`config.mk`:
```
export PLATFORM = sky130hd
export DESIGN_NAME = wb_grf
export DESIGN_NICKNAME = d
export VERILOG_FILES = /design/src/rtl/cpu_pkg.sv /design/src/rtl/grf_array.sv /design/src/rtl/wb_grf.sv
export SDC_FILE = /design/constraint.sdc
export NUM_CORES = 2
export LEC_CHECK = 0
export BUFFER_PORTS_ARGS = -buffer_cell sky130_fd_sc_hd__buf_2
export CAP_MARGIN = 25
export CORE_AREA = 10 10 448 450
export CTS_CLUSTER_SIZE = 30
export DETAILED_ROUTE_END_ITERATION = 6
export DIE_AREA = 0 0 458 460
export GPL_ROUTABILITY_DRIVEN = 0
export PLACE_DENSITY = 0.42
export SLEW_MARGIN = 30
export SYNTH_ARGS = -nofsm -noshare
export SYNTH_HDL_FRONTEND = slang
export SYNTH_SLANG_ARGS = --single-unit
export TNS_END_PERCENT = 20
```
`constraint.sdc`:
```
create_clock -name clk -period 5.74 [get_ports clk]
set_clock_uncertainty 0.05 [all_clocks]
set_input_delay 1.148 -clock clk [delete_from_list [all_inputs] [get_ports clk]]
set_output_delay 1.148 -clock clk [all_outputs]
set_load 0.01 [all_outputs]
```
`src/rtl/cpu_pkg.sv`:
```
// Shared CPU constants: write-back select codes, reset PC and the zero register.
package cpu_pkg;

    localparam logic [1:0]  WSEL_ALU = 2'd0;
    localparam logic [1:0]  WSEL_MEM = 2'd1;
    localparam logic [1:0]  WSEL_PC8 = 2'd2;
    localparam logic [1:0]  WSEL_IMM = 2'd3;

    localparam logic [31:0] RESET_PC = 32'h00003000;
    localparam logic [4:0]  REG_ZERO = 5'd0;

endpackage

```
`src/rtl/grf_array.sv`:
```
// General register file storage with two read ports carrying same-cycle W->D bypass.
module grf_array #(
    parameter int NREG = 32
) (
    input  logic        i_clk,
    input  logic        i_rst_n,
    input  logic        i_we,
    input  logic [4:0]  i_waddr,
    input  logic [31:0] i_wdata,
    input  logic [4:0]  i_ra1,
    input  logic [4:0]  i_ra2,
    output logic [31:0] o_rd1,
    output logic [31:0] o_rd2
);
    import cpu_pkg::*;

    logic [31:0] r_regs [NREG];
    logic        w_commit;

    assign w_commit = i_we && (i_waddr != REG_ZERO);

    always_ff @(posedge i_clk or negedge i_rst_n) begin
        if (!i_rst_n) begin
            for (int i = 0; i < NREG; i++) begin
                r_regs[i] <= '0;
            end
        end else if (w_commit) begin
            r_regs[i_waddr] <= i_wdata;
        end
    end

    // Reads are forced to zero while reset is held, ahead of the bypass.
    always_comb begin
        o_rd1 = r_regs[i_ra1];
        if (!i_rst_n || (i_ra1 == REG_ZERO)) begin
            o_rd1 = '0;
        end else if (i_we && (i_waddr == i_ra1)) begin
            o_rd1 = i_wdata;
        end
    end

    always_comb begin
        o_rd2 = r_regs[i_ra2];
        if (!i_rst_n || (i_ra2 == REG_ZERO)) begin
            o_rd2 = '0;
        end else if (i_we && (i_waddr == i_ra2)) begin
            o_rd2 = i_wdata;
        end
    end

endmodule

```
`src/rtl/wb_grf.sv`:
```
// Write-back stage: selects the write-back value, commits it to grf_array, counts retirements.
// Define WB_GRF_TRACE_EN to print a trace line for every committed register write.
module wb_grf #(
    parameter int          NREG     = 32,
    parameter logic [31:0] RESET_PC = cpu_pkg::RESET_PC
) (
    input  logic        clk,
    input  logic        reset,
    input  logic [31:0] wInstr,
    input  logic [31:0] wPc,
    input  logic [31:0] wALURes,
    input  logic [31:0] wMemRead,
    input  logic [31:0] wImm,
    input  logic        wRegWE,
    input  logic [1:0]  wSel,
    input  logic [4:0]  wAddr,
    input  logic [4:0]  dRA1,
    input  logic [4:0]  dRA2,
    output logic [31:0] dRD1,
    output logic [31:0] dRD2,
    output logic [31:0] wData,
    output logic [31:0] retireCnt
);
    import cpu_pkg::*;

    logic [31:0] w_wdata;
    logic        w_bubble;
    logic        w_reset_bubble;
    logic        w_retire;
    logic [31:0] r_retire_cnt;

    always_comb begin
        w_wdata = wALURes;
        unique case (wSel)
            WSEL_ALU: w_wdata = wALURes;
            WSEL_MEM: w_wdata = wMemRead;
            WSEL_PC8: w_wdata = wPc + 32'd8;
            WSEL_IMM: w_wdata = wImm;
            default:  w_wdata = wALURes;
        endcase
    end

    assign wData = w_wdata;

    // A reset bubble is a special kind of bubble; neither one retires.
    assign w_bubble       = (wInstr == 32'd0);
    assign w_reset_bubble = w_bubble && (wPc == RESET_PC);
    assign w_retire       = !(w_bubble || w_reset_bubble);

    always_ff @(posedge clk or negedge reset) begin
        if (!reset) begin
            r_retire_cnt <= '0;
        end else if (w_retire) begin
            r_retire_cnt <= r_retire_cnt + 32'd1;
        end
    end

    assign retireCnt = r_retire_cnt;

    grf_array #(
        .NREG (NREG)
    ) u_grf_array (
        .i_clk   (clk),
        .i_rst_n (reset),
        .i_we    (wRegWE),
        .i_waddr (wAddr),
        .i_wdata (w_wdata),
        .i_ra1   (dRA1),
        .i_ra2   (dRA2),
        .o_rd1   (dRD1),
        .o_rd2   (dRD2)
    );

`ifdef WB_GRF_TRACE_EN
    always_ff @(posedge clk) begin
        if (reset && wRegWE && (wAddr != REG_ZERO)) begin
            $display("@%h: $%d <= %h", wPc, wAddr, w_wdata);
        end
    end
`endif

endmodule

```
==> impl_metrics.csv <==
group,metric,value,unit
sta,slew_violations,0,
critical_path,cp-start-kind,"input pin",
detailed_routing,drc,0,
detailed_routing,wire_per_inst,28.8,um
yosys,syn_nets,5309,
critical_path,startpoint,"dRA2[0]",
yosys,synth_top_cell_area_share,0.478,
grt,met1_usage,0.287,
critical_path,critPathMaxFanout,39,
clocking,post_cts_resized,0,
clocking,post_cts.repair.setup_buffers,0,
placement,dp_hpwl,144000,um
sta,fmax,187,MHz
finish,final_nets,5405,
yosys,syn_inst,5127,
grt,grt_pass1_wl,328000,um
clocking,clk_path_buf_depth,3,
placement,numPortBuffers,307,
grt,gr-total-overflow,0,
yosys,ys_dominant_reg_cell,"dfrtp_1",
clocking,root_buffer,"clkbuf_16",
sta,fin_crit_sh,0.929,
critical_path,end_kind,"output pin",
yosys,synth-seq-cells,1056,
grt,grt_pass1_vias,43412,
detailed_routing,ant_nets,0,
hold_path,worstHoldPathType,"in2async",
sta,relSlewSlack,0.305,
floorplanning,die_area,211000,sq um
grt,grt_max_degree,151,
critical_path,cp_slowest_cell,"nor2_2",
run_status,status,"finished clean",
sta,finalSetupViolCount,0,
clocking,numCtsBuffers,121,
detailed_routing,num_vias,42420,
detailed_routing,drt_first_iter_violations,3522,
sta,layout_setup_ws,0.406,ns
detailed_routing,drt_pre_antenna_iters,5,
grt,busiest_layer,"met2",
critical_path,path_class,"in2out",
floorplanning,rows,161,
flow_run,max_cap_viol_count,0,
finish,drive_above_1_share,0.245,
detailed_routing,finalWirelength,226000,um
floorplanning,core-area,192000,sq um
critical_path,cp_cell_sequence,"buf_8 -> or2_2 -> or4_1 -> o311ai_4 -> nor2_2 -> a22oi_1 -> o21ai_1 -> buf_2",
placement,place_inst,7623,
critical_path,timing.rr.end,"retireCnt[31]",
floorplanning,die_w,458,um
yosys,synth_cell_types,61,
sta,period_needed,5.33,ns
grt,antenna_found_initial,11,
yosys,syn-cell-area,55300,sq um
sta,hold_viol,0,
yosys,ys_warn_count,0,
yosys,postSynthAreaPerCell,10.8,sq um
critical_path,worstPathArrival,4.14,ns
sta,finalSetupTns,0,ns
critical_path,path_buf_inv,2,
clocking,htreeDepth,3,
grt,groute.usage.overall,0.212,
power_and_ir_drop,pwr_density_cell,349,nW/um^2
yosys,synth_area_leaders,"dfrtp_1 (48%), mux4_2 (20%), o21ai_0 (8.7%), nand2_1 (7.7%), clkbuf_1 (2.8%)",
clocking,cts.sinks,1056,
critical_path,regToRegStartpoint,"retireCnt[4]",
critical_path,reg2reg_slack,3.31,ns
yosys,ys_seq_area_frac,0.478,
yosys,yosys.cell_count.top_type,"nand2_1",
finish,n_fill_cell,19333,
finish,fin_cells,7841,
critical_path,critPathMaxStageDelay,0.82,ns
critical_path,crit_end,"dRD2[31]",
placement,dp_slack,0.383,ns
critical_path,required,4.54,ns
finish,post-route-util,0.337,
floorplanning,start_util,0.289,
critical_path,critical-path-top-delay-family,"simple AND/OR/NAND/NOR gates",
critical_path,reg2reg_depth,6,
floorplanning,ioPinCount,308,
detailed_routing,vias_per_cell,5.41,
clocking,clkLatencyLatePin,0.78,ns
clocking,cts_tree,"built",
yosys,synth_edf_count,0,
power_and_ir_drop,vdd_drop_max,0.281,mV
finish,syn2layout_area_growth,16.6,%
grt,grt.met2_usage,0.348,
yosys,async_flop_share,1.00,
critical_path,cp.depth,8,
clocking,ctsHoldBuffers,0,
grt,grt_util_met3,0.0376,
yosys,synth_top_area_cell,"dfrtp_1",
power_and_ir_drop,leakagePower,0.0280,uW
sta,rsz0062_at_grt,"false",
floorplanning,die_h,460,um
sta,tightestPinTransition,1.04,ns
clocking,clkTransAtPathRegs,0.06,ns
power_and_ir_drop,total_power,22500,uW
yosys,synthTopCellsByCount,"nand2_1 (1137), dfrtp_1 (1056), o21ai_0 (965)",
[layer usage]
metal / vias up / wire [um]
met5: - / 13
met3: 317 / 12800
met2: 1324 / 106000
met1: 21933 / 100000
li1: 18844 / -
met4: 2 / 6660
[power by group]
group	switching, uW	total [uW]	internal, uW
Clock	3380	7920	4540
Combinational	2380	4610	2230
Sequential	1090	9980	8890
Total	6850	22500	15700
[worst register-to-register path, cell delays in order (launching register included)]
cell	delay [ns]
dfrtp_1	0.45
and4_1	0.28
and4_1	0.33
nand3_1	0.14
or3_1	0.55
nor4_1	0.37
xor2_1	0.19
[sequential cells by signal (all words and copies together), names as in the netlist]
register and flops:
retireCnt 32, u_grf_array.r_regs 1024
[how the worst min path moves through the flow]
stage,start,endpoint,slack (ns),cells after the start
5_1_grt,reset,u_grf_array.r_regs[869],0.22,1
2_1_floorplan,u_grf_array.r_regs[1000],u_grf_array.r_regs[1000],0.39,1
4_1_cts,reset,u_grf_array.r_regs[546],0.19,1
3_3_place_gp,u_grf_array.r_regs[1023],u_grf_array.r_regs[1023],0.33,0
6_report,reset,u_grf_array.r_regs[869],0.24,1
3_5_place_dp,u_grf_array.r_regs[1009],u_grf_array.r_regs[1009],0.33,0
[cells by family after synthesis]
group | after synthesis | share of synthesized area
AND/OR/NAND/NOR | 1359 | 0.100
AO/OA/AOI/OAI | 1448 | 0.146
multiplexers | 611 | 0.222
adder cells (fa/ha/maj) | 2 | 0.000452
flip-flops | 1056 | 0.478
buffers and inverters | 588 | 0.0429
XOR/XNOR | 63 | 0.00998
[cells in the final DEF, fill, tap and decap left out, types with 90 or more instances in the layout]
cell,n
nand2_1,1106
dfrtp_1,1056
o21ai_0,960
mux4_2,491
buf_2,299
buf_4,171
a22oi_1,161
clkbuf_16,122
o21ai_1,98
mux2i_1,90
[area by class of cell]
type	count	area, sq um	area share
Antenna cell	5	12.5	0.000194
Clock buffer	182	3540	0.0549
Clock inverter	28	407	0.00631
Inverter	47	176	0.00274
Multi-Input combinational cell	3483	27200	0.421
Sequential cell	1056	26400	0.410
Tap cell	2526	3160	0.0490
Timing Repair Buffer	514	3590	0.0557
[per-stage QoR]
stage | cell area, sq um | hold WS [ns]
floorplan | 55300 | 0.391
global placement | 60400 | 0.327
detailed placement | 60500 | 0.332
CTS | 64400 | 0.188
global route | 64500 | 0.221
finish | 64500 | 0.238
(Power assumes the default switching activity.)
